`src/rtl/piso_serializer_if.sv`:
```
// Load handshake and serial output bundle for piso_serializer.
// master = word source / serial sink, slave = the serializer itself.
interface piso_serializer_if #(
  parameter int WIDTH = 8
);
  logic             load_valid;
  logic             load_ready;
  logic [WIDTH-1:0] load_data;
  logic             lsb_first;
  logic             en;
  logic             sout;
  logic             sout_valid;
  logic             busy;
  logic             done;

  modport master (
    output load_valid, load_data, lsb_first, en,
    input  load_ready, sout, sout_valid, busy, done
  );

  modport slave (
    input  load_valid, load_data, lsb_first, en,
    output load_ready, sout, sout_valid, busy, done
  );
endinterface

```
`src/rtl/piso_serializer.sv`:
```
// Parallel-in serial-out shifter: one WIDTH-bit word per frame, one bit per en
// strobe, MSB- or LSB-first, with a registered done pulse after the last bit.
module piso_serializer #(
  parameter int WIDTH = 8
) (
  input logic             clk,
  input logic             rst,
  piso_serializer_if.slave bus
);
  localparam int             CW   = (WIDTH > 1) ? $clog2(WIDTH) : 1;
  localparam logic [CW-1:0]  LAST = CW'(WIDTH - 1);

  typedef enum logic {IDLE = 1'b0, SHIFT = 1'b1} state_t;

  state_t           state_q, state_d;
  logic [WIDTH-1:0] shreg_q;
  logic [CW-1:0]    cnt_q;
  logic             dir_q;
  logic             done_q;
  logic             last_bit;
  logic             accept;

  // The final bit leaves on this edge; the same edge may take the next word.
  assign last_bit = (state_q == SHIFT) && bus.en && (cnt_q == LAST);
  assign accept   = bus.load_valid && bus.load_ready;

  always_ff @(posedge clk) begin
    if (!rst) state_q <= IDLE;
    else      state_q <= state_d;
  end

  always_comb begin
    state_d = state_q;
    case (state_q)
      IDLE:    if (accept) state_d = SHIFT;
      SHIFT:   if (last_bit && !bus.load_valid) state_d = IDLE;
      default: state_d = IDLE;
    endcase
  end

  always_comb begin
    bus.load_ready = (state_q == IDLE) || last_bit;
    bus.busy       = (state_q == SHIFT);
    bus.sout_valid = (state_q == SHIFT);
    bus.sout       = 1'b0;
    if (state_q == SHIFT) bus.sout = dir_q ? shreg_q[0] : shreg_q[WIDTH-1];
    bus.done       = done_q;
  end

  always_ff @(posedge clk) begin
    if (!rst) begin
      shreg_q <= '0;
      cnt_q   <= '0;
      dir_q   <= 1'b0;
      done_q  <= 1'b0;
    end else begin
      done_q <= last_bit;
      if (accept) begin
        shreg_q <= bus.load_data;
        dir_q   <= bus.lsb_first;
        cnt_q   <= '0;
      end else if (last_bit) begin
        shreg_q <= '0;
        cnt_q   <= '0;
      end else if ((state_q == SHIFT) && bus.en) begin
        // Shift toward whichever end drives sout, zero-filling behind.
        shreg_q <= dir_q ? {1'b0, shreg_q[WIDTH-1:1]} : {shreg_q[WIDTH-2:0], 1'b0};
        cnt_q   <= cnt_q + 1'b1;
      end
    end
  end
endmodule

```
`src/flat_wrapper.sv`:
```
// flat-port wrapper written by rule: the top's interface ports become plain ports
module piso_serializer_flat 
#(
  parameter int WIDTH = 8
)
  (clk, rst, bus_load_valid, bus_load_data, bus_lsb_first, bus_en, bus_load_ready, bus_sout, bus_sout_valid, bus_busy, bus_done);
  piso_serializer_if #(.WIDTH(WIDTH)) bus_i ();
  input logic clk;
  input logic rst;
  input wire logic [$bits(bus_i.load_valid)-1:0] bus_load_valid;
  input wire logic [$bits(bus_i.load_data)-1:0] bus_load_data;
  input wire logic [$bits(bus_i.lsb_first)-1:0] bus_lsb_first;
  input wire logic [$bits(bus_i.en)-1:0] bus_en;
  output wire logic [$bits(bus_i.load_ready)-1:0] bus_load_ready;
  output wire logic [$bits(bus_i.sout)-1:0] bus_sout;
  output wire logic [$bits(bus_i.sout_valid)-1:0] bus_sout_valid;
  output wire logic [$bits(bus_i.busy)-1:0] bus_busy;
  output wire logic [$bits(bus_i.done)-1:0] bus_done;
  assign bus_i.load_valid = bus_load_valid;
  assign bus_i.load_data = bus_load_data;
  assign bus_i.lsb_first = bus_lsb_first;
  assign bus_i.en = bus_en;
  assign bus_load_ready = bus_i.load_ready;
  assign bus_sout = bus_i.sout;
  assign bus_sout_valid = bus_i.sout_valid;
  assign bus_busy = bus_i.busy;
  assign bus_done = bus_i.done;
  piso_serializer #(.WIDTH(WIDTH)) u_core (.clk(clk), .rst(rst), .bus(bus_i));
endmodule
```
`config.mk`:
```
export PLATFORM = sky130hd
export DESIGN_NAME = piso_serializer_flat
export DESIGN_NICKNAME = d
export VERILOG_FILES = /design/src/rtl/piso_serializer_if.sv /design/src/rtl/piso_serializer.sv /design/src/flat_wrapper.sv
export SDC_FILE = /design/constraint.sdc
export NUM_CORES = 1
export LEC_CHECK = 0
export BUFFER_PORTS_ARGS = -buffer_cell sky130_fd_sc_hd__buf_4
export CORE_MARGIN = 4
export CORE_UTILIZATION = 47
export DETAILED_ROUTE_END_ITERATION = 10
export HOLD_SLACK_MARGIN = 0.05
export PLACE_DENSITY = 0.73
export REMOVE_ABC_BUFFERS = 1
export SYNTH_ARGS = -nofsm -noshare
export SYNTH_HDL_FRONTEND = slang
export SYNTH_SLANG_ARGS = --single-unit
```
`constraint.sdc`:
```
create_clock -name clk -period 1.34 [get_ports clk]
set_input_delay 0.402 -clock clk [delete_from_list [all_inputs] [get_ports clk]]
set_output_delay 0.402 -clock clk [all_outputs]
set_load 0.02 [all_outputs]
```
==> impl_metrics.toml <==
[status]
status = "complete, but fails checks"
violations = "setup timing"

[global_route]
grtUsageTotal = 0.189
grt_pass1_wl_um = 3590
first_global_vias = 771
overflow = 0
grt_max_degree = 11
antenna_found_initial = 0

[route]
via_per_inst = 5.66
drtAntennaViolNets = 0
vias = 821
wl_um = 2260
drtIter0Drc = 26
drc_errors = 0
wl_per_cell_um = 15.6
firstDrtPassIters = 4

[critical_path]
worstSetupStartpointType = "register"
arrival_ns = 1.27
worstSetupPathType = "register to output pin"
critPathMaxFanout = 2
cp_slowest_cell = "dfxtp_2"
required_ns = 0.94
critPathBufInv = 1
critPathMaxStageDelay_ns = 0.34
cp-end-kind = "output pin"
path_cells = "ha_4 > ha_4 > a21bo_4 > buf_6"
critPathTopFamily = "flip-flops"
cp_common_cell = "ha_4"

[synth]
synth-edff-count = 0
synth_cells = 95
synth_top_flop_cell = "dfxtp_1"
ys_seq_elements = 14
synthMuxAreaShare = 0.109
async_reset_ff_frac = 0
synth_cell_types = 30
yosys.area_share.simple = 0.178
synthAdderAreaFrac = 0.0294
synth.yosys.warnings = 0
avgSynthCellArea_um2 = 8.96
synth_area_um2 = 851
synth_top_family_by_area = "compound AO/OA/AOI/OAI gates"
synth_xor_area_frac = 0.0103
synth-compound-area-share = 0.257
synth_seq_area_share = 0.329

[sta]
max_freq_ghz = 0.598
setup_viol = 4
hold_viol = 0
slew_headroom = 0.697
min_period_ns = 1.67
final_max_slew_viol_count = 0
worstMarginPinSlew_ns = 0.454
skew_ns = 0.00901
min_period_over_period = 1.25
rsz0062_at_grt = "true"
worst_slack_ns = -0.333

[placement]
portBuffers = 17
gpl.final_weighted_congestion = 0.871
dp_cells = 137
hpwl_um = 1400
place_area_um2 = 1000
dp_worst_setup_slack_ns = -0.140

[clocking]
clk_latency_ns = 0.29
clk_pin_slew_worst_paths_ns = 0.08
htree_levels = 1
hold_buffers = 0
cts_tree = "built"
root_buffer = "clkbuf_4"
cts.sinks = 14
cts_buffer_depth = 2
cts_buffers = 3

[power]
p_sw_frac = 0.282
peakVddDrop_v = 0.000505
p_total_mw = 1.04
comb_power_share = 0.247
p_clk_frac = 0.303
seqPwrFrac = 0.450
powerDensity_nw_per_um2 = 866
p_leak_nw = 0.452
power_switching_mw = 0.293
p_int_mw = 0.746

[finish]
drive_above_1_share = 0.525
multiInputGateArea_um2 = 606
diodes = 0
layout.nets = 136
final_cell_area_um2 = 1200
seq_area_um2 = 290
fillers = 131
final_cells = 145
area_growth_pct = 41.0
final_cell_mix = "buf_4 (23), dfxtp_1 (10), nand3_1 (9)"
final_common_cell = "buf_4"

[floorplanning]
dieArea_um2 = 2550
chipWidth_um = 50.5
core_um2 = 1730
die_h_um = 50.5
start_util = 0.493
num_rows = 15
boundaryPins = 18

[flow_run]
maxCapViolCount = 0

[hold_path]
hold_path_class = "input pin to register"
[through the flow]
| step | TNS (ns) | utilization | hold WS (ns) |
|---|---|---|---|
| 2_1_floorplan | -2.07 | - | 0.440 |
| 3_3_place_gp | -0.419 | 0.581 | 0.448 |
| 3_5_place_dp | -0.829 | 0.581 | 0.456 |
| 4_1_cts | -0.448 | 0.659 | 0.367 |
| 5_1_grt | -0.931 | 0.695 | 0.381 |
| 6_report | -0.449 | 0.695 | 0.387 |
[power groups by stage]
stage	Combinational (mW)	Clock (mW)	Sequential [mW]
4_1_cts	0.235	0.320	0.466
5_1_grt	0.277	0.340	0.471
6_report	0.257	0.315	0.467
3_3_place_gp	0.212	0	0.476
2_1_floorplan	0.112	0	0.481
3_5_place_dp	0.216	0	0.476
[final timing paths]
kind                         from  cells after the start  slack (ns)              end
setup / recovery  u_core.cnt_q[1]                      4       -0.33   bus_load_ready
hold / removal      bus_lsb_first                      3        0.39     u_core.dir_q
setup reg to reg  u_core.cnt_q[1]                      6       -0.02     u_core.dir_q
hold reg to reg   u_core.cnt_q[1]                      2        0.49  u_core.cnt_q[1]
[sequential cells by signal (all words and copies together) (netlist names)]
signal           count
u_core.cnt_q         3
u_core.shreg_q       8
u_core.bus.done      1
u_core.bus.busy      1
u_core.dir_q         1
[cell usage after synthesis, types with 2 or more instances]
cell      count  area [µm²]
o21bai_1      7        52.6
clkbuf_1      2        7.51
mux2_2        6        67.6
a41oi_1       7        61.3
nand2b_1      2        12.5
buf_6         3        33.8
nor2b_1       2        12.5
a21oi_1       3        15.0
nand3_1      10        50.1
nand2_1      10        37.5
ha_1          2        25.0
dfxtp_1      14         280
inv_1         2        7.51
nor2_1        2        7.51
o21ai_0       8        40.0
[final cells by class]
class,count,area share
multi-input combinational,72,0.505
sequential,14,0.242
timing repair buffer,28,0.191
clock buffer,4,0.0302
tap,25,0.0261
inverter,2,0.00626
[per-layer routing]
layer,part of all wire,GRT usage,routed length (µm)
met3,0.051,0.0326,115
met1,0.45,0.237,1010
met2,0.47,0.296,1050
met4,0.038,0.126,86
met5,0,0,0
[kinds of logic (layout without fill, tap and decap cells)]
logic type      after synthesis  count (layout)
compound gates               30              30
simple gates                 30              31
flops                        14              14
buf+inv                      10              34
mux                           8               8
fa+ha+maj                     2               2
xor+xnor                      1               1
[worst reg2reg max path, stage by stage, from the launching register on]
cell and delay, ns:
dfxtp_2 0.34, ha_4 0.16, ha_4 0.15, a21bo_4 0.21, buf_4 0.13, a21bo_1 0.20
a21oi_2 0.10
[repair_timing]
item                                    in CTS  in global routing
endpoints found under the setup margin      11                 13
gates resized for setup                     17                 14
gates cloned                                 1                  0
pin swaps                                    1                 11
setup buffers                                3                  2
Note: power is estimated with default switching activity, not from simulation.
